[src/rtl/fetch_prefetch_queue_if.sv]
// Fetch-unit boundary: instruction bus, redirect/interrupt inputs and the decode-side queue head.
interface fetch_prefetch_queue_if #(
   parameter int ADDR_W = 64,
   parameter int INST_W = 32
);
   logic              ireq_valid;
   logic [ADDR_W-1:0] ireq_addr;
   logic              iresp_addr_ok;
   logic              iresp_data_ok;
   logic [INST_W-1:0] iresp_data;
   logic              redir_valid;
   logic [ADDR_W-1:0] redir_pc;
   logic              int_valid;
   logic [3:0]        int_code;
   logic              out_valid;
   logic              out_ready;
   logic [INST_W-1:0] out_inst;
   logic [ADDR_W-1:0] out_pc;
   logic              out_trap_valid;
   logic [3:0]        out_trap_code;
   logic [ADDR_W-1:0] fetch_pc;

   modport master (
      output ireq_valid, ireq_addr,
      input  iresp_addr_ok, iresp_data_ok, iresp_data,
      input  redir_valid, redir_pc, int_valid, int_code,
      output out_valid, out_inst, out_pc, out_trap_valid, out_trap_code, fetch_pc,
      input  out_ready
   );

   modport slave (
      input  ireq_valid, ireq_addr,
      output iresp_addr_ok, iresp_data_ok, iresp_data,
      output redir_valid, redir_pc, int_valid, int_code,
      input  out_valid, out_inst, out_pc, out_trap_valid, out_trap_code, fetch_pc,
      output out_ready
   );
endinterface

[src/rtl/fetch_prefetch_queue.sv]
// Decoupled fetch: one outstanding bus request feeding a DEPTH-entry instruction queue,
// with redirect flush and fetch-side trap injection (misaligned PC, interrupt).
module fetch_prefetch_queue #(
   parameter int                ADDR_W  = 64,
   parameter int                INST_W  = 32,
   parameter int                DEPTH   = 4,
   parameter logic [ADDR_W-1:0] PC_INIT = ADDR_W'(64'h8000_0000)
) (
   input logic                    clk,
   input logic                    rst_n,
   fetch_prefetch_queue_if.master bus
);
   localparam int PTR_W = $clog2(DEPTH);
   localparam int CNT_W = PTR_W + 1;

   typedef enum logic [1:0] {IDLE, WAIT, DRAIN, HALT} state_t;

   state_t            state, state_nx;
   logic [ADDR_W-1:0] fetch_pc, fetch_pc_nx;
   logic [ADDR_W-1:0] ireq_addr, ireq_addr_nx;
   logic              ireq_valid, ireq_valid_nx;

   logic [PTR_W-1:0]  wr_ptr, rd_ptr;
   logic [CNT_W-1:0]  count;
   logic [INST_W-1:0] q_inst [DEPTH];
   logic [ADDR_W-1:0] q_pc   [DEPTH];
   logic              q_trap [DEPTH];
   logic [3:0]        q_code [DEPTH];

   logic              resp, inflight, credit, flush, enq, deq, head_valid;
   logic [INST_W-1:0] enq_inst;
   logic [ADDR_W-1:0] enq_pc;
   logic              enq_trap;
   logic [3:0]        enq_code;

   assign resp       = bus.iresp_addr_ok & bus.iresp_data_ok;
   assign inflight   = (state == WAIT) || (state == DRAIN);
   assign credit     = (count + CNT_W'(inflight)) < CNT_W'(DEPTH);
   assign head_valid = (count != '0);
   assign deq        = head_valid & bus.out_ready;

   always_comb begin
      state_nx      = state;
      fetch_pc_nx   = fetch_pc;
      ireq_valid_nx = ireq_valid;
      ireq_addr_nx  = ireq_addr;
      flush         = 1'b0;
      enq           = 1'b0;
      enq_inst      = '0;
      enq_pc        = fetch_pc;
      enq_trap      = 1'b0;
      enq_code      = '0;

      if (bus.redir_valid) begin
         // Redirect wins everywhere; an in-flight request must still be drained off the bus.
         flush       = 1'b1;
         fetch_pc_nx = bus.redir_pc;
         case (state)
            WAIT, DRAIN: begin
               if (resp) begin
                  ireq_valid_nx = 1'b0;
                  state_nx      = IDLE;
               end else begin
                  state_nx = DRAIN;
               end
            end
            default: state_nx = IDLE;
         endcase
      end else begin
         case (state)
            IDLE: begin
               if (credit) begin
                  if (bus.int_valid) begin
                     enq      = 1'b1;
                     enq_trap = 1'b1;
                     enq_code = bus.int_code;
                     state_nx = HALT;
                  end else if (fetch_pc[1:0] != 2'b00) begin
                     enq      = 1'b1;
                     enq_trap = 1'b1;
                     state_nx = HALT;
                  end else begin
                     ireq_valid_nx = 1'b1;
                     ireq_addr_nx  = fetch_pc;
                     state_nx      = WAIT;
                  end
               end
            end
            WAIT: begin
               if (resp) begin
                  enq           = 1'b1;
                  enq_inst      = bus.iresp_data;
                  enq_pc        = ireq_addr;
                  ireq_valid_nx = 1'b0;
                  fetch_pc_nx   = fetch_pc + ADDR_W'(4);
                  state_nx      = IDLE;
               end
            end
            DRAIN: begin
               if (resp) begin
                  ireq_valid_nx = 1'b0;
                  state_nx      = IDLE;
               end
            end
            default: ;
         endcase
      end
   end

   always_ff @(posedge clk or negedge rst_n) begin
      if (!rst_n) begin
         state      <= IDLE;
         fetch_pc   <= PC_INIT;
         ireq_valid <= 1'b0;
         ireq_addr  <= '0;
      end else begin
         state      <= state_nx;
         fetch_pc   <= fetch_pc_nx;
         ireq_valid <= ireq_valid_nx;
         ireq_addr  <= ireq_addr_nx;
      end
   end

   // Queue bookkeeping: flush beats enqueue; simultaneous enq/deq leaves count unchanged.
   always_ff @(posedge clk or negedge rst_n) begin
      if (!rst_n) begin
         wr_ptr <= '0;
         rd_ptr <= '0;
         count  <= '0;
      end else if (flush) begin
         wr_ptr <= '0;
         rd_ptr <= '0;
         count  <= '0;
      end else begin
         if (enq) wr_ptr <= wr_ptr + PTR_W'(1);
         if (deq) rd_ptr <= rd_ptr + PTR_W'(1);
         case ({enq, deq})
            2'b10:   count <= count + CNT_W'(1);
            2'b01:   count <= count - CNT_W'(1);
            default: count <= count;
         endcase
      end
   end

   always_ff @(posedge clk) begin
      if (enq) begin
         q_inst[wr_ptr] <= enq_inst;
         q_pc[wr_ptr]   <= enq_pc;
         q_trap[wr_ptr] <= enq_trap;
         q_code[wr_ptr] <= enq_code;
      end
   end

   // Head fields read as zero while empty, so reset and flush never expose stale entries.
   assign bus.out_valid      = head_valid;
   assign bus.out_inst       = head_valid ? q_inst[rd_ptr] : '0;
   assign bus.out_pc         = head_valid ? q_pc[rd_ptr]   : '0;
   assign bus.out_trap_valid = head_valid ? q_trap[rd_ptr] : 1'b0;
   assign bus.out_trap_code  = head_valid ? q_code[rd_ptr] : '0;
   assign bus.ireq_valid     = ireq_valid;
   assign bus.ireq_addr      = ireq_addr;
   assign bus.fetch_pc       = fetch_pc;
endmodule
[src/flat_wrapper.sv]
// flat-port wrapper written by rule: the top's interface ports become plain ports
module fetch_prefetch_queue_flat 
#(
   parameter int                ADDR_W  = 64,
   parameter int                INST_W  = 32,
   parameter int                DEPTH   = 4,
   parameter logic [ADDR_W-1:0] PC_INIT = ADDR_W'(64'h8000_0000)
)
  (clk, rst_n, bus_ireq_valid, bus_ireq_addr, bus_iresp_addr_ok, bus_iresp_data_ok, bus_iresp_data, bus_redir_valid, bus_redir_pc, bus_int_valid, bus_int_code, bus_out_valid, bus_out_inst, bus_out_pc, bus_out_trap_valid, bus_out_trap_code, bus_fetch_pc, bus_out_ready);
  fetch_prefetch_queue_if #(.ADDR_W(ADDR_W), .INST_W(INST_W)) bus_i ();
  input logic clk;
  input logic rst_n;
  output wire logic [$bits(bus_i.ireq_valid)-1:0] bus_ireq_valid;
  output wire logic [$bits(bus_i.ireq_addr)-1:0] bus_ireq_addr;
  input wire logic [$bits(bus_i.iresp_addr_ok)-1:0] bus_iresp_addr_ok;
  input wire logic [$bits(bus_i.iresp_data_ok)-1:0] bus_iresp_data_ok;
  input wire logic [$bits(bus_i.iresp_data)-1:0] bus_iresp_data;
  input wire logic [$bits(bus_i.redir_valid)-1:0] bus_redir_valid;
  input wire logic [$bits(bus_i.redir_pc)-1:0] bus_redir_pc;
  input wire logic [$bits(bus_i.int_valid)-1:0] bus_int_valid;
  input wire logic [$bits(bus_i.int_code)-1:0] bus_int_code;
  output wire logic [$bits(bus_i.out_valid)-1:0] bus_out_valid;
  output wire logic [$bits(bus_i.out_inst)-1:0] bus_out_inst;
  output wire logic [$bits(bus_i.out_pc)-1:0] bus_out_pc;
  output wire logic [$bits(bus_i.out_trap_valid)-1:0] bus_out_trap_valid;
  output wire logic [$bits(bus_i.out_trap_code)-1:0] bus_out_trap_code;
  output wire logic [$bits(bus_i.fetch_pc)-1:0] bus_fetch_pc;
  input wire logic [$bits(bus_i.out_ready)-1:0] bus_out_ready;
  assign bus_ireq_valid = bus_i.ireq_valid;
  assign bus_ireq_addr = bus_i.ireq_addr;
  assign bus_i.iresp_addr_ok = bus_iresp_addr_ok;
  assign bus_i.iresp_data_ok = bus_iresp_data_ok;
  assign bus_i.iresp_data = bus_iresp_data;
  assign bus_i.redir_valid = bus_redir_valid;
  assign bus_i.redir_pc = bus_redir_pc;
  assign bus_i.int_valid = bus_int_valid;
  assign bus_i.int_code = bus_int_code;
  assign bus_out_valid = bus_i.out_valid;
  assign bus_out_inst = bus_i.out_inst;
  assign bus_out_pc = bus_i.out_pc;
  assign bus_out_trap_valid = bus_i.out_trap_valid;
  assign bus_out_trap_code = bus_i.out_trap_code;
  assign bus_fetch_pc = bus_i.fetch_pc;
  assign bus_i.out_ready = bus_out_ready;
  fetch_prefetch_queue #(.ADDR_W(ADDR_W), .INST_W(INST_W), .DEPTH(DEPTH), .PC_INIT(PC_INIT)) u_core (.clk(clk), .rst_n(rst_n), .bus(bus_i));
endmodule
[config.mk]
export PLATFORM = sky130hd
export DESIGN_NAME = fetch_prefetch_queue_flat
export DESIGN_NICKNAME = d
export VERILOG_FILES = /design/src/rtl/fetch_prefetch_queue_if.sv /design/src/rtl/fetch_prefetch_queue.sv /design/src/flat_wrapper.sv
export SDC_FILE = /design/constraint.sdc
export NUM_CORES = 1
export LEC_CHECK = 0
export BUFFER_PORTS_ARGS = -buffer_cell sky130_fd_sc_hd__clkbuf_2
export CORE_MARGIN = 3
export CORE_UTILIZATION = 50
export CTS_CLUSTER_DIAMETER = 120
export DETAILED_ROUTE_END_ITERATION = 6
export GPL_ROUTABILITY_DRIVEN = 0
export PLACE_DENSITY = 0.72
export SLEW_MARGIN = 10
export SYNTH_ARGS = -nofsm -noshare
export SYNTH_HDL_FRONTEND = slang
export SYNTH_SLANG_ARGS = --single-unit
[constraint.sdc]
create_clock -name clk -period 7 [get_ports clk]
set_input_delay 1.4 -clock clk [delete_from_list [all_inputs] [get_ports clk]]
set_output_delay 1.4 -clock clk [all_outputs]
set_load 0.03 [all_outputs]
==> results.md, run 1 <==
| Quantity | Value | Unit |
|:---|:---|:---|
| CP Launch Type | flop | - |
| Adder-cell share of the synthesized area | 0.5796 | % |
| Share of cell area taken by muxes after synthesis | 16.32 | % |
| H-tree levels | 2 | - |
| Overall fraction of global-route tracks in use | 23.84 | % |
| Post-synthesis to final-layout area growth | 17.85 | % |
| CTS tree | built | - |
| Clock buffers created by TritonCTS | 54 | - |
| Number of flops mapped to enable cells by yosys | 404 | - |
| Highest Clock Rate | 0.2169 | GHz |
| Clk root buf | sky130_fd_sc_hd__clkbuf_16 | - |
| Hold path startpoint | u_core.bus.ireq_addr[40]$_DFFE_PN0P_ | - |
| Worst-case clock skew | 0.01973 | ns |
| DP HPWL | 35,420 | um |
| Top-Level Pins | 338 | - |
| Launch point of the worst reg-to-reg path | u_core.state[1]$_DFFE_PN0P_ | - |
| Count of port buffers added during placement | 337 | - |
| Site row count | 77 | - |
| Cell at the slowest stage of the critical path | sky130_fd_sc_hd__dfrtp_4 | - |
| Buffer levels on the longest clock path | 3 | - |
| Total wire length after detailed routing | 56,820 | um |
| Number of buffer and inverter stages on the critical path | 2 | - |
| Overall via count from detail_route | 13,770 | - |
| Proportion of layout cells with a drive suffix above 1 | 38.11 | % |
| Number of diodes | 0 | - |
| Required time reported for the critical path endpoint | 5.60 | ns |
| Largest net degree at the start of global routing | 104 | - |
| Final setup fails | 0 | - |
| Main flop type after synthesis | sky130_fd_sc_hd__edfxtp_1 | - |
| Instance count of the mapped netlist | 1,399 | - |
| Post-synthesis share of cell area spent on and, or, nand and nor gates | 9.422 | % |
| Remaining antenna violation count | 0 | - |
| Resized cells post-CTS | 0 | - |
| Die X | 219.9 | um |
| Die Footprint | 48,360 | um^2 |
| Post-Syn Nets | 1,516 | - |
| Post-route DRC violation count | 0 | - |
| R2r worst-path depth | 8 | - |
| Worst setup slack for register-to-register paths | 3.36 | ns |
| Worst min-delay path class | flop to flop | - |
| Xor/xnor share of the synthesized area | 1.569 | % |
| CP arrival | 3.21 | ns |
| Worst-case setup margin in the final layout | 2.390 | ns |
| Clock latency reported for the late side of the worst-skew pair | 0.59 | ns |
| Fraction of registers with async set or reset after synthesis | 25.46 | % |
| Sink Count | 542 | - |
| Die Span Y | 219.9 | um |
| Combinational family with the most area after synthesis | multiplexers | - |
| Total power density per cell area | 405.5 | nW/um^2 |
| Wire length of the first global-routing pass | 87,000 | um |
| Worst-case headroom to the max-slew limit | 27.38 | % |
| Standby leakage power | 10.16 | nW |
| Share of the clock period used by the worst path | 65.85 | % |
| Worst hold slack across all endpoints | 0.5275 | ns |
| DRC violation total after the first TritonRoute iteration | 1,017 | - |
| Remaining global-route overflow | 0 | - |
| Number of nets at the end of the flow | 1,847 | - |
| Synth Register Bits | 542 | - |
| Worst hold path depth | 1 | - |
| DP Worst Slack | 2.494 | ns |
| Type of destination of the critical path | primary output | - |
| Total of warnings raised by yosys | 0 | - |
| Hold buffers post-CTS | 0 | - |
| Transition time at the pin with the least slew margin | 1.089 | ns |
| Fin. max-slew vios | 0 | - |
| Total stage count of the critical path | 4 | - |
| Number of distinct standard cells referenced by the synthesized netlist | 44 | - |
| Initial standard-cell utilization of the core | 51.18 | % |
| Ordered list of cells on the worst path | buf_12 > mux4_2 > and2_1 > clkbuf_2 | - |
| CP Class | flop to primary output | - |
| Routed wire length per instance | 24.04 | um |
| Hold Path Sink | u_core.bus.ireq_addr[40]$_DFFE_PN0P_ | - |
| Post-Route Setup TNS | 0 | ns |
| Initial antenna violation count | 0 | - |
| Peak per-stage delay on the critical path | 1.14 | ns |
| Final Hold Vio Count | 0 | - |
| Reg-to-reg endpoint | u_core.q_inst[0][11]$_DFFE_PP_ | - |
| Post-CTS setup repair buffer count | 0 | - |
| Unrepaired setup endpoints after global routing | no | - |
| Max-cap viol count | 0 | - |
| Ratio of routed vias to standard cells | 5.826 | - |
| Detailed-routing iteration count for the pre-antenna-repair pass | 5 | - |
| Sequential area share after synthesis | 68.12 | % |
| Maximum vdd ir drop | 0.0003347 | V |
| Top fanout value on the critical path | 55 | - |
| Average size of a mapped cell | 16.36 | um^2 |
| Run status | finished clean | - |
| Placeable core region | 44,700 | um^2 |
| Post-Synthesis Cell Area | 22,880 | um^2 |
| Min cycle time layout | 4.610 | ns |
| Via count of the first global-routing pass | 14,160 | - |
| Clk slew on worst S/H paths | 0.06 | ns |
| Cell family with most CP delay | flip-flops | - |
| Share of the core filled with cells | 60.32 | % |
| Compound-gate portion of the synthesized area | 2.499 | % |
-- worst reg2reg max path, delay by kind of cell, from the launching register on --
family | cells | cell delay, ns
buf+inv | 2 | 0.62
flops | 1 | 0.40
fa+ha+maj | 1 | 0.35
simple gates | 3 | 1.09
xor+xnor | 1 | 0.38
compound gates | 1 | 0.38
-- worst max-delay path by stage --
stage | end | startpoint | slack (ns)
floorplan | u_core.q_code[0][0]$_DFFE_PP_ | bus_iresp_addr_ok | -0.29
detailed placement | u_core.count[2]$_DFFE_PN0P_ | bus_redir_valid | 2.49
CTS | bus_out_inst[30] | u_core.rd_ptr[0]$_DFFE_PN0P_ | 2.24
global route | bus_out_trap_code[3] | u_core.rd_ptr[0]$_DFFE_PN0P_ | 2.08
finish | bus_out_inst[30] | u_core.rd_ptr[0]$_DFFE_PN0P_ | 2.39
global placement | u_core.count[2]$_DFFE_PN0P_ | bus_redir_valid | 2.61
-- area by class of cell --
class | count | area [um^2]
Tap cell | 592 | 740.7
Clock inverter | 25 | 251.5
Multi-Input combinational cell | 769 | 7008
Fill cell | 3372 | 17740
Inverter | 10 | 37.54
Clock buffer | 72 | 1480
Timing Repair Buffer | 353 | 1853
Sequential cell | 542 | 15590
-- cell usage after synthesis (2+ instances only) --
master	n	area (um^2)
sky130_fd_sc_hd__a21oi_1	7	35.03
sky130_fd_sc_hd__a221o_1	3	30.03
sky130_fd_sc_hd__a22oi_1	2	15.01
sky130_fd_sc_hd__a31oi_1	19	118.9
sky130_fd_sc_hd__and2_1	106	663.1
sky130_fd_sc_hd__and3_1	44	275.3
sky130_fd_sc_hd__and4_1	4	35.03
sky130_fd_sc_hd__buf_1	8	30.03
sky130_fd_sc_hd__buf_2	9	45.04
sky130_fd_sc_hd__clkbuf_1	61	229.0
sky130_fd_sc_hd__dfrtp_1	137	3428
sky130_fd_sc_hd__edfxtp_1	404	12130
sky130_fd_sc_hd__ha_1	9	112.6
sky130_fd_sc_hd__inv_1	10	37.54
sky130_fd_sc_hd__mux2_2	126	1419
sky130_fd_sc_hd__mux2i_1	4	40.04
sky130_fd_sc_hd__mux4_2	101	2275
sky130_fd_sc_hd__nand2_1	73	274.0
sky130_fd_sc_hd__nand3_1	30	150.1
sky130_fd_sc_hd__nand4_1	28	175.2
sky130_fd_sc_hd__nor2_1	34	127.6
sky130_fd_sc_hd__nor2b_1	9	56.30
sky130_fd_sc_hd__nor3_1	18	90.09
sky130_fd_sc_hd__nor4_1	10	62.56
sky130_fd_sc_hd__o21ai_0	54	270.3
sky130_fd_sc_hd__o21ai_1	7	35.03
sky130_fd_sc_hd__o31ai_1	3	22.52
sky130_fd_sc_hd__or3_1	22	137.6
sky130_fd_sc_hd__or4_1	3	22.52
sky130_fd_sc_hd__xnor2_1	9	78.83
sky130_fd_sc_hd__xor2_1	32	280.3
-- kinds of logic (layout without fill, tap and decap cells) --
family | after synthesis | count (layout)
xor+xnor | 41 | 41
mux | 231 | 231
fa+ha+maj | 10 | 10
compound gates | 100 | 100
flops | 542 | 542
buf+inv | 88 | 460
simple gates | 387 | 387
-- flip-flops by register name (all words and copies together), names as in the netlist --
signal,count
u_core.state,2
u_core.bus.ireq_addr,64
u_core.q_pc,256
u_core.q_trap,4
u_core.q_inst,128
u_core.count,3
u_core.bus.fetch_pc,64
u_core.rd_ptr,2
u_core.bus.ireq_valid,1
u_core.q_code,16
u_core.wr_ptr,2
-- power by group --
group          internal (mW)  switching (mW)  total, mW
Sequential              4.08           0.423       4.51
Combinational           1.26            2.33       3.60
Clock                   1.66            1.17       2.83
-- layer usage --
metal	routed length, um	global-route usage, %	up-vias
li1	-	-	6076
met1	24410	34.44	7017
met2	26790	37.22	577
met3	4025	4.330	96
met4	1586	7.791	0
met5	0	0	-
-- cells in the final DEF, fill, tap and decap left out, drive strengths merged --
master / instances
nor3: 18
ha: 9
a21oi: 7
o21ai: 61
o31ai: 3
or4: 3
a211o: 1
nand3: 31
a2bb2oi: 1
and2: 106
buf: 18
dfstp: 1
mux4: 101
and3: 44
a311oi: 1
xor2: 32
nand4: 30
clkinvlp: 2
bufinv: 5
nor4b: 1
o211a: 1
a22oi: 2
or3: 22
mux2i: 4
o32ai: 1
nand2: 73
inv: 11
nor4: 12
a221o: 3
edfxtp: 404
clkbuf: 407
dfrtp: 137
a31oi: 19
mux2: 126
fa: 1
xnor2: 9
nor2: 34
clkinv: 17
nor2b: 9
and4: 4
-- through the flow --
step | cell area (um^2) | instances | power [mW]
after CTS | 26960 | 2363 | 11.06
after detailed placement | 25230 | 2266 | 8.218
after floorplan | 22880 | 1399 | 6.992
after global placement | 25230 | 2266 | 8.161
after global routing | 26960 | 2363 | 11.46
final | 26960 | 2363 | 10.93
Note: power is estimated with default switching activity, not from simulation.
==> run 2: changes to the inputs <==
--- a/config.mk
+++ b/config.mk
@@ -5,6 +5,7 @@
 export SDC_FILE = /design/constraint.sdc
 export NUM_CORES = 1
 export LEC_CHECK = 0
+export ABC_AREA = 1
 export BUFFER_PORTS_ARGS = -buffer_cell sky130_fd_sc_hd__clkbuf_2
 export CORE_MARGIN = 3
 export CORE_UTILIZATION = 50
==> constraint.sdc (replaced) <==
create_clock -name clk -period 3.7 [get_ports clk]
set_input_delay 0.74 -clock clk [delete_from_list [all_inputs] [get_ports clk]]
set_output_delay 0.74 -clock clk [all_outputs]
set_load 0.03 [all_outputs]
==> run 2 against run 1 <==
Compared with the run above:
- critical endpoint is now bus_out_pc[46]
- largest cell class unchanged
- core utilization down 1.0 points
- combinational power increased by 140%
- highest routed layer unchanged
- the run now ends with design-rule violations left
- clock skew is 0.00093 ns higher
==> results.md, run 2 <==
| Quantity | Value | Unit |
|:---|:---|:---|
| Via count of the first global-routing pass | 18,180 | - |
| Die Span Y | 226.1 | um |
| Commonest non-fill, non-tap cell in the layout | sky130_fd_sc_hd__nor2_1 | - |
| CTS tree | built | - |
| Number of diodes | 0 | - |
| Layer carrying the most global-route usage | met2 | - |
| Post-Route Setup TNS | 0 | ns |
| Fraction of registers with async set or reset after synthesis | 25.46 | % |
| Post-route DRC violation count | 12 | - |
| Largest net degree at the start of global routing | 204 | - |
| Transition time at the pin with the least slew margin | 0.8657 | ns |
| CP arrival | 2.67 | ns |
| Total of warnings raised by yosys | 0 | - |
| Detailed-routing iteration count for the pre-antenna-repair pass | 7 | - |
| Post-synthesis to final-layout area growth | 16.89 | % |
| Required time reported for the critical path endpoint | 2.96 | ns |
| Total wire length after detailed routing | 71,580 | um |
| Number of distinct standard cells referenced by the synthesized netlist | 33 | - |
| Clock buffers created by TritonCTS | 53 | - |
| Reg-to-reg endpoint | u_core.count[1]$_DFFE_PN0P_ | - |
| Most frequent cells in the layout | sky130_fd_sc_hd__nor2_1, sky130_fd_sc_hd__nand2_1, sky130_fd_sc_hd__edfxtp_1 | - |
| Remaining antenna violation count | 0 | - |
| Number of nets at the end of the flow | 2,918 | - |
| Met1 usage | 38.27 | % |
| Flip-flop count of the largest register, all copies and words added | 256 | - |
| Fin. max-slew vios | 0 | - |
| Fraction of post-synthesis cell area in the top cell type by area | 50.11 | % |
| CP startpoint | u_core.rd_ptr[0]$_DFFE_PN0P_ | - |
| Standby leakage power | 11.49 | nW |
| R2r worst-path depth | 12 | - |
| Biggest area consumer among synthesized cells | sky130_fd_sc_hd__edfxtp_1 | - |
| Count of port buffers added during placement | 337 | - |
| Initial antenna violation count | 0 | - |
| CP Launch Type | flop | - |
| Post-Syn Nets | 2,624 | - |
| Die X | 226.1 | um |
| Top-Level Pins | 338 | - |
| Worst setup slack for register-to-register paths | 0.88 | ns |
| Highest Clock Rate | 0.2928 | GHz |
| Post-CTS setup repair buffer count | 0 | - |
| M3 GR Usage | 4.433 | % |
| Top fanout value on the critical path | 72 | - |
| CP endpoint | bus_out_pc[46] | - |
| Routed wire length per instance | 20.69 | um |
| GR Layer Usage met2 | 44.68 | % |
| Total power density per cell area | 787.7 | nW/um^2 |
| Overall fraction of global-route tracks in use | 27.68 | % |
| Worst-case clock skew | 0.02065 | ns |
| Final setup fails | 0 | - |
| Min cycle time layout | 3.415 | ns |
| Leading cell types by total area after synthesis | sky130_fd_sc_hd__edfxtp_1, sky130_fd_sc_hd__dfrtp_1, sky130_fd_sc_hd__nor2_1 | - |
| Die Footprint | 51,100 | um^2 |
| Wire length of the first global-routing pass | 107,300 | um |
| Clk root buf | sky130_fd_sc_hd__clkbuf_16 | - |
| Maximum vdd ir drop | 0.0007258 | V |
| DP HPWL | 46,570 | um |
| Most frequently used cell type in the post-synthesis netlist | sky130_fd_sc_hd__nor2_1 | - |
| Instance count of the mapped netlist | 2,507 | - |
| Post-route insts no fill | 3,460 | - |
| Violations in the final reports | design-rule violations | - |
| H-tree levels | 2 | - |
| Power Total | 22.29 | mW |
| Most common library cells after synthesis | sky130_fd_sc_hd__nor2_1, sky130_fd_sc_hd__nand2_1, sky130_fd_sc_hd__edfxtp_1 | - |
| Proportion of layout cells with a drive suffix above 1 | 17.01 | % |
| Regs by FF count | u_core.q_pc (256), u_core.q_inst (128) | - |
| Remaining global-route overflow | 0 | - |
| Clk slew on worst S/H paths | 0.06 | ns |
| Sink Count | 542 | - |
| Final Hold Vio Count | 0 | - |
| DRC violation total after the first TritonRoute iteration | 2,030 | - |
| Sequential area share after synthesis | 64.37 | % |
| Worst hold slack across all endpoints | 0.1092 | ns |
| Post-Synthesis Cell Area | 24,210 | um^2 |
| Worst min-delay path class | primary input to async pin | - |
| Number of placed instances, taps included | 3,360 | - |
| Unrepaired setup endpoints after global routing | no | - |
| Type of destination of the critical path | primary output | - |
| Worst-case headroom to the max-slew limit | 41.68 | % |
| Site row count | 80 | - |
| Launch point of the worst reg-to-reg path | u_core.state[0]$_DFFE_PN0P_ | - |
| Max-cap viol count | 0 | - |
| Number of flops mapped to enable cells by yosys | 404 | - |
| Run status | finished, violations left | - |
| Ratio of routed vias to standard cells | 5.553 | - |
| Share of the clock period used by the worst path | 92.29 | % |
| Clock latency reported for the late side of the worst-skew pair | 0.60 | ns |
| Initial standard-cell utilization of the core | 50.71 | % |
| Overall via count from detail_route | 19,210 | - |
| Synth Register Bits | 542 | - |
| Top register by number of flip-flops | u_core.q_pc | - |
| Main flop type after synthesis | sky130_fd_sc_hd__edfxtp_1 | - |
| Average size of a mapped cell | 9.658 | um^2 |
| CP Class | flop to primary output | - |
| Placeable core region | 47,750 | um^2 |
| Buffer levels on the longest clock path | 3 | - |
run 2: cell types whose count changed after synthesis, moves of 21 or more:
cell                      before  now
sky130_fd_sc_hd__mux2_2      126    0
sky130_fd_sc_hd__mux4_2      101    0
sky130_fd_sc_hd__buf_2         9   46
sky130_fd_sc_hd__or3_1        22    0
sky130_fd_sc_hd__o21ai_1       7   28
sky130_fd_sc_hd__o21ai_0      54  359
sky130_fd_sc_hd__nor2_1       34  564
sky130_fd_sc_hd__and3_1       44    0
sky130_fd_sc_hd__a21oi_1       7  111
sky130_fd_sc_hd__inv_1        10  159
sky130_fd_sc_hd__and2_1      106    0
sky130_fd_sc_hd__nand2_1      73  469
run 2: report_power, final:
group          internal (mW)  switching [mW]
logic                   2.01            6.51
clock network           3.09            2.25
registers               7.77           0.668
run 2: worst min-delay path by stage:
| stage | slack (ns) | end | depth (start not counted) | from |
|---|---|---|---|---|
| after global placement | 0.49 | u_core.bus.ireq_addr[35]$_DFFE_PN0P_ | 2 | u_core.bus.ireq_addr[35]$_DFFE_PN0P_ |
| final | 0.11 | u_core.bus.ireq_addr[47]$_DFFE_PN0P_ | 1 | rst_n |
| after global routing | 0.14 | u_core.bus.ireq_addr[47]$_DFFE_PN0P_ | 1 | rst_n |
| after floorplan | 0.44 | u_core.bus.fetch_pc[0]$_DFFE_PN0P_ | 0 | rst_n |
| after CTS | 0.11 | u_core.bus.ireq_addr[47]$_DFFE_PN0P_ | 1 | rst_n |
| after detailed placement | 0.49 | u_core.bus.ireq_addr[32]$_DFFE_PN0P_ | 2 | u_core.bus.ireq_addr[32]$_DFFE_PN0P_ |
run 2: logic make-up after synthesis:
family          synth area share (%)
flops                          64.37
simple gates                   18.32
buf+inv                        4.832
xor+xnor                       1.049
fa+ha+maj                     0.5478
compound gates                 10.87
run 2: cell type report:
type | instances | area, um^2
inverter | 163 | 616.8
fill | 3989 | 19440
timing repair buffer | 366 | 2098
clock inverter | 31 | 285.3
sequential | 542 | 15590
tap | 615 | 769.5
clock buffer | 68 | 1435
multi-input combinational | 1675 | 7503
run 2: routing by layer:
| metal | up-vias | wire length, um | part of all wire (%) |
|---|---|---|---|
| met2 | 948 | 33860 | 47 |
| met4 | 0 | 2404 | 3.4 |
| met3 | 138 | 5960 | 8.3 |
| met1 | 9182 | 29350 | 41 |
| met5 | - | 0 | 0 |
| li1 | 8944 | - | - |
run 2: metrics by stage:
stage	area (um^2)	setup slack (ns)	util, %
finish	28300	0.2852	59.28
global route	28300	0.1356	59.28
CTS	28270	0.1759	59.21
detailed placement	26550	0.7597	55.61
global placement	26550	0.8747	55.61
floorplan	24220	-0.6455	-
run 2: critical path: stages (launching register included):
cell and delay [ns]:
sky130_fd_sc_hd__dfrtp_4 0.53, sky130_fd_sc_hd__inv_4 0.38, sky130_fd_sc_hd__buf_12 0.33, sky130_fd_sc_hd__o21ai_0 0.15, sky130_fd_sc_hd__a21oi_1 0.34, sky130_fd_sc_hd__clkbuf_2 0.28
run 2: repair_timing:
action / CTS / global route
hold buffers: 0 / 0
endpoints found under the hold margin: 0 / 0
endpoints found under the setup margin: 0 / 3
resized for setup: 0 / 1
==> run 3: changes to the inputs <==
--- a/config.mk
+++ b/config.mk
@@ -9,6 +9,7 @@
 export BUFFER_PORTS_ARGS = -buffer_cell sky130_fd_sc_hd__clkbuf_2
 export CORE_MARGIN = 3
 export CORE_UTILIZATION = 50
+export CTS_BUF_LIST = sky130_fd_sc_hd__clkbuf_8
 export CTS_CLUSTER_DIAMETER = 120
 export DETAILED_ROUTE_END_ITERATION = 6
 export GPL_ROUTABILITY_DRIVEN = 0
==> run 3 against run 2 <==
Compared with the run above:
- first-iteration DRC count is 12% higher
- sequential power about the same
- global-route usage increased by 0.15 points
- the run still ends with design-rule violations left
- largest cell class unchanged
- core utilization is 0.24 points lower
- highest routed layer unchanged
- design area fell by 0.41%
==> results.md, run 3 (same netlist as run 2, synthesis figures left out) <==
| Quantity | Value | Unit |
|:---|:---|:---|
| Run status | finished, violations left | - |
| Violations in the final reports | design-rule violations | - |
| DP HPWL | 46,570 | um |
| Clock buffers created by TritonCTS | 87 | - |
| Remaining global-route overflow | 0 | - |
| Overall fraction of global-route tracks in use | 27.84 | % |
| Number of buffer and inverter stages on the critical path | 3 | - |
| Die Footprint | 51,100 | um^2 |
| Placeable core region | 47,750 | um^2 |
| Detailed-routing iteration count for the pre-antenna-repair pass | 7 | - |
| Proportion of layout cells with a drive suffix above 1 | 17.87 | % |
| Die Span Y | 226.1 | um |
| Commonest non-fill, non-tap cell in the layout | sky130_fd_sc_hd__nor2_1 | - |
| Initial standard-cell utilization of the core | 50.71 | % |
| Cell family with most CP delay | buffers and inverters | - |
| Worst-case clock skew | 0.03843 | ns |
| Transition time at the pin with the least slew margin | 0.8136 | ns |
| Maximum vdd ir drop | 0.0007363 | V |
| Fillcell total | 4,024 | - |
| Routed wire length per instance | 20.45 | um |
| Total wire length after detailed routing | 71,860 | um |
| Hold buffers post-CTS | 0 | - |
| CTS tree | built | - |
| Initial antenna violation count | 0 | - |
| Ordered list of cells on the worst path | inv_4 > buf_12 > o21ai_0 > a21oi_1 > clkbuf_2 | - |
| CP startpoint | u_core.rd_ptr[0]$_DFFE_PN0P_ | - |
| Type of destination of the critical path | primary output | - |
| Post-CTS setup repair buffer count | 0 | - |
| Standby leakage power | 11.56 | nW |
| Via count of the first global-routing pass | 18,460 | - |
| Number of nets at the end of the flow | 2,952 | - |
| Resized cells post-CTS | 0 | - |
| Max-cap viol count | 0 | - |
| Launch point of the worst reg-to-reg path | u_core.state[1]$_DFFE_PN0P_ | - |
| Sink Count | 542 | - |
| Overall via count from detail_route | 19,480 | - |
| Regs by FF count | u_core.q_pc (256), u_core.q_inst (128) | - |
| Unrepaired setup endpoints after global routing | no | - |
| Most frequent cells in the layout | sky130_fd_sc_hd__nor2_1, sky130_fd_sc_hd__nand2_1, sky130_fd_sc_hd__edfxtp_1 | - |
| Top-Level Pins | 338 | - |
| Top fanout value on the critical path | 72 | - |
| Worst min-delay path class | primary input to async pin | - |
| Peak per-stage delay on the critical path | 0.54 | ns |
| Total power density per cell area | 770.9 | nW/um^2 |
| Final setup fails | 0 | - |
| Worst-case headroom to the max-slew limit | 45.19 | % |
| Wire length of the first global-routing pass | 107,600 | um |
| Clk slew on worst S/H paths | 0.06 | ns |
| Ratio of routed vias to standard cells | 5.542 | - |
| CP Launch Type | flop | - |
| Total stage count of the critical path | 5 | - |
| Remaining antenna violation count | 0 | - |
| H-tree levels | 3 | - |
| Largest net degree at the start of global routing | 204 | - |
| Min cycle time layout | 3.513 | ns |
| Final Hold Vio Count | 0 | - |
| Required time reported for the critical path endpoint | 2.96 | ns |
| Top register by number of flip-flops | u_core.q_pc | - |
| CP arrival | 2.77 | ns |
| Clock latency reported for the late side of the worst-skew pair | 0.67 | ns |
| DRC violation total after the first TritonRoute iteration | 2,277 | - |
| Clk root buf | sky130_fd_sc_hd__clkbuf_8 | - |
| Die X | 226.1 | um |
| Cell at the slowest stage of the critical path | sky130_fd_sc_hd__dfrtp_4 | - |
| Worst setup slack for register-to-register paths | 0.89 | ns |
| Highest Clock Rate | 0.2846 | GHz |
| Share of the clock period used by the worst path | 94.95 | % |
| Count of port buffers added during placement | 337 | - |
| Site row count | 80 | - |
| R2r worst-path depth | 12 | - |
| Flip-flop count of the largest register, all copies and words added | 256 | - |
| Power Total | 21.73 | mW |
| Buffer levels on the longest clock path | 3 | - |
| CP Class | flop to primary output | - |
| Fin. max-slew vios | 0 | - |
| Post-synthesis to final-layout area growth | 16.41 | % |
| Post-route DRC violation count | 5 | - |
| Worst-case setup margin in the final layout | 0.1869 | ns |
| DP Worst Slack | 0.7597 | ns |
| Post-Route Setup TNS | 0 | ns |
## run 3: cell types whose count changed in the layout (fill, tap and decap cells not counted), moves of 2 or more
cell                         before  now
sky130_fd_sc_hd__clkbuf_16       56    1
sky130_fd_sc_hd__clkinv_4         2    0
sky130_fd_sc_hd__bufinv_16        5    2
sky130_fd_sc_hd__clkinv_1         9   14
sky130_fd_sc_hd__clkbuf_1        12    0
sky130_fd_sc_hd__inv_1          158  184
sky130_fd_sc_hd__clkinvlp_4       2    4
sky130_fd_sc_hd__clkinv_2        12   10
sky130_fd_sc_hd__clkbuf_8         1   94
## run 3: final timing paths
kind	to
max	bus_out_pc[46]
min	u_core.bus.ireq_addr[47]$_DFFE_PN0P_
max reg2reg	u_core.count[1]$_DFFE_PN0P_
min reg2reg	u_core.bus.ireq_addr[32]$_DFFE_PN0P_
max in group asynchronous	u_core.bus.ireq_addr[57]$_DFFE_PN0P_
min in group clk	u_core.bus.fetch_pc[31]$_DFFE_PN1P_
## run 3: area by class of cell
class                           instances  area (um^2)  area share (%)
Antenna cell                            1        2.502        0.008878
Clock buffer                           94         1294           4.590
Clock inverter                         58        307.8           1.092
Inverter                              163        616.8           2.188
Multi-Input combinational cell       1675         7503           26.62
Sequential cell                       542        15590           55.32
Tap cell                              615        769.5           2.730
Timing Repair Buffer                  366         2098           7.444
## run 3: through the flow
stage,hold WS (ns),instance area (um^2),util [%],instances
floorplan,0.4444,24220,-,2507
global placement,0.4934,26550,55.61,3360
detailed placement,0.4949,26550,55.61,3360
CTS,0.05444,28150,58.96,3512
global route,0.08599,28180,59.03,3513
finish,0.06762,28190,59.03,3514
## run 3: routing by layer
metal  wire [um]  global-route usage (%)  share of wire [%]
met5           0                       0                  0
met4        2583                   11.61                3.6
met3        6440                   5.083                9.0
met2       33870                   44.44                 47
met1       28960                   37.93                 40
## run 3: where the power goes
part | switching (mW) | internal [mW]
registers | 0.673 | 7.77
logic | 6.49 | 2.01
clock network | 2.31 | 2.48
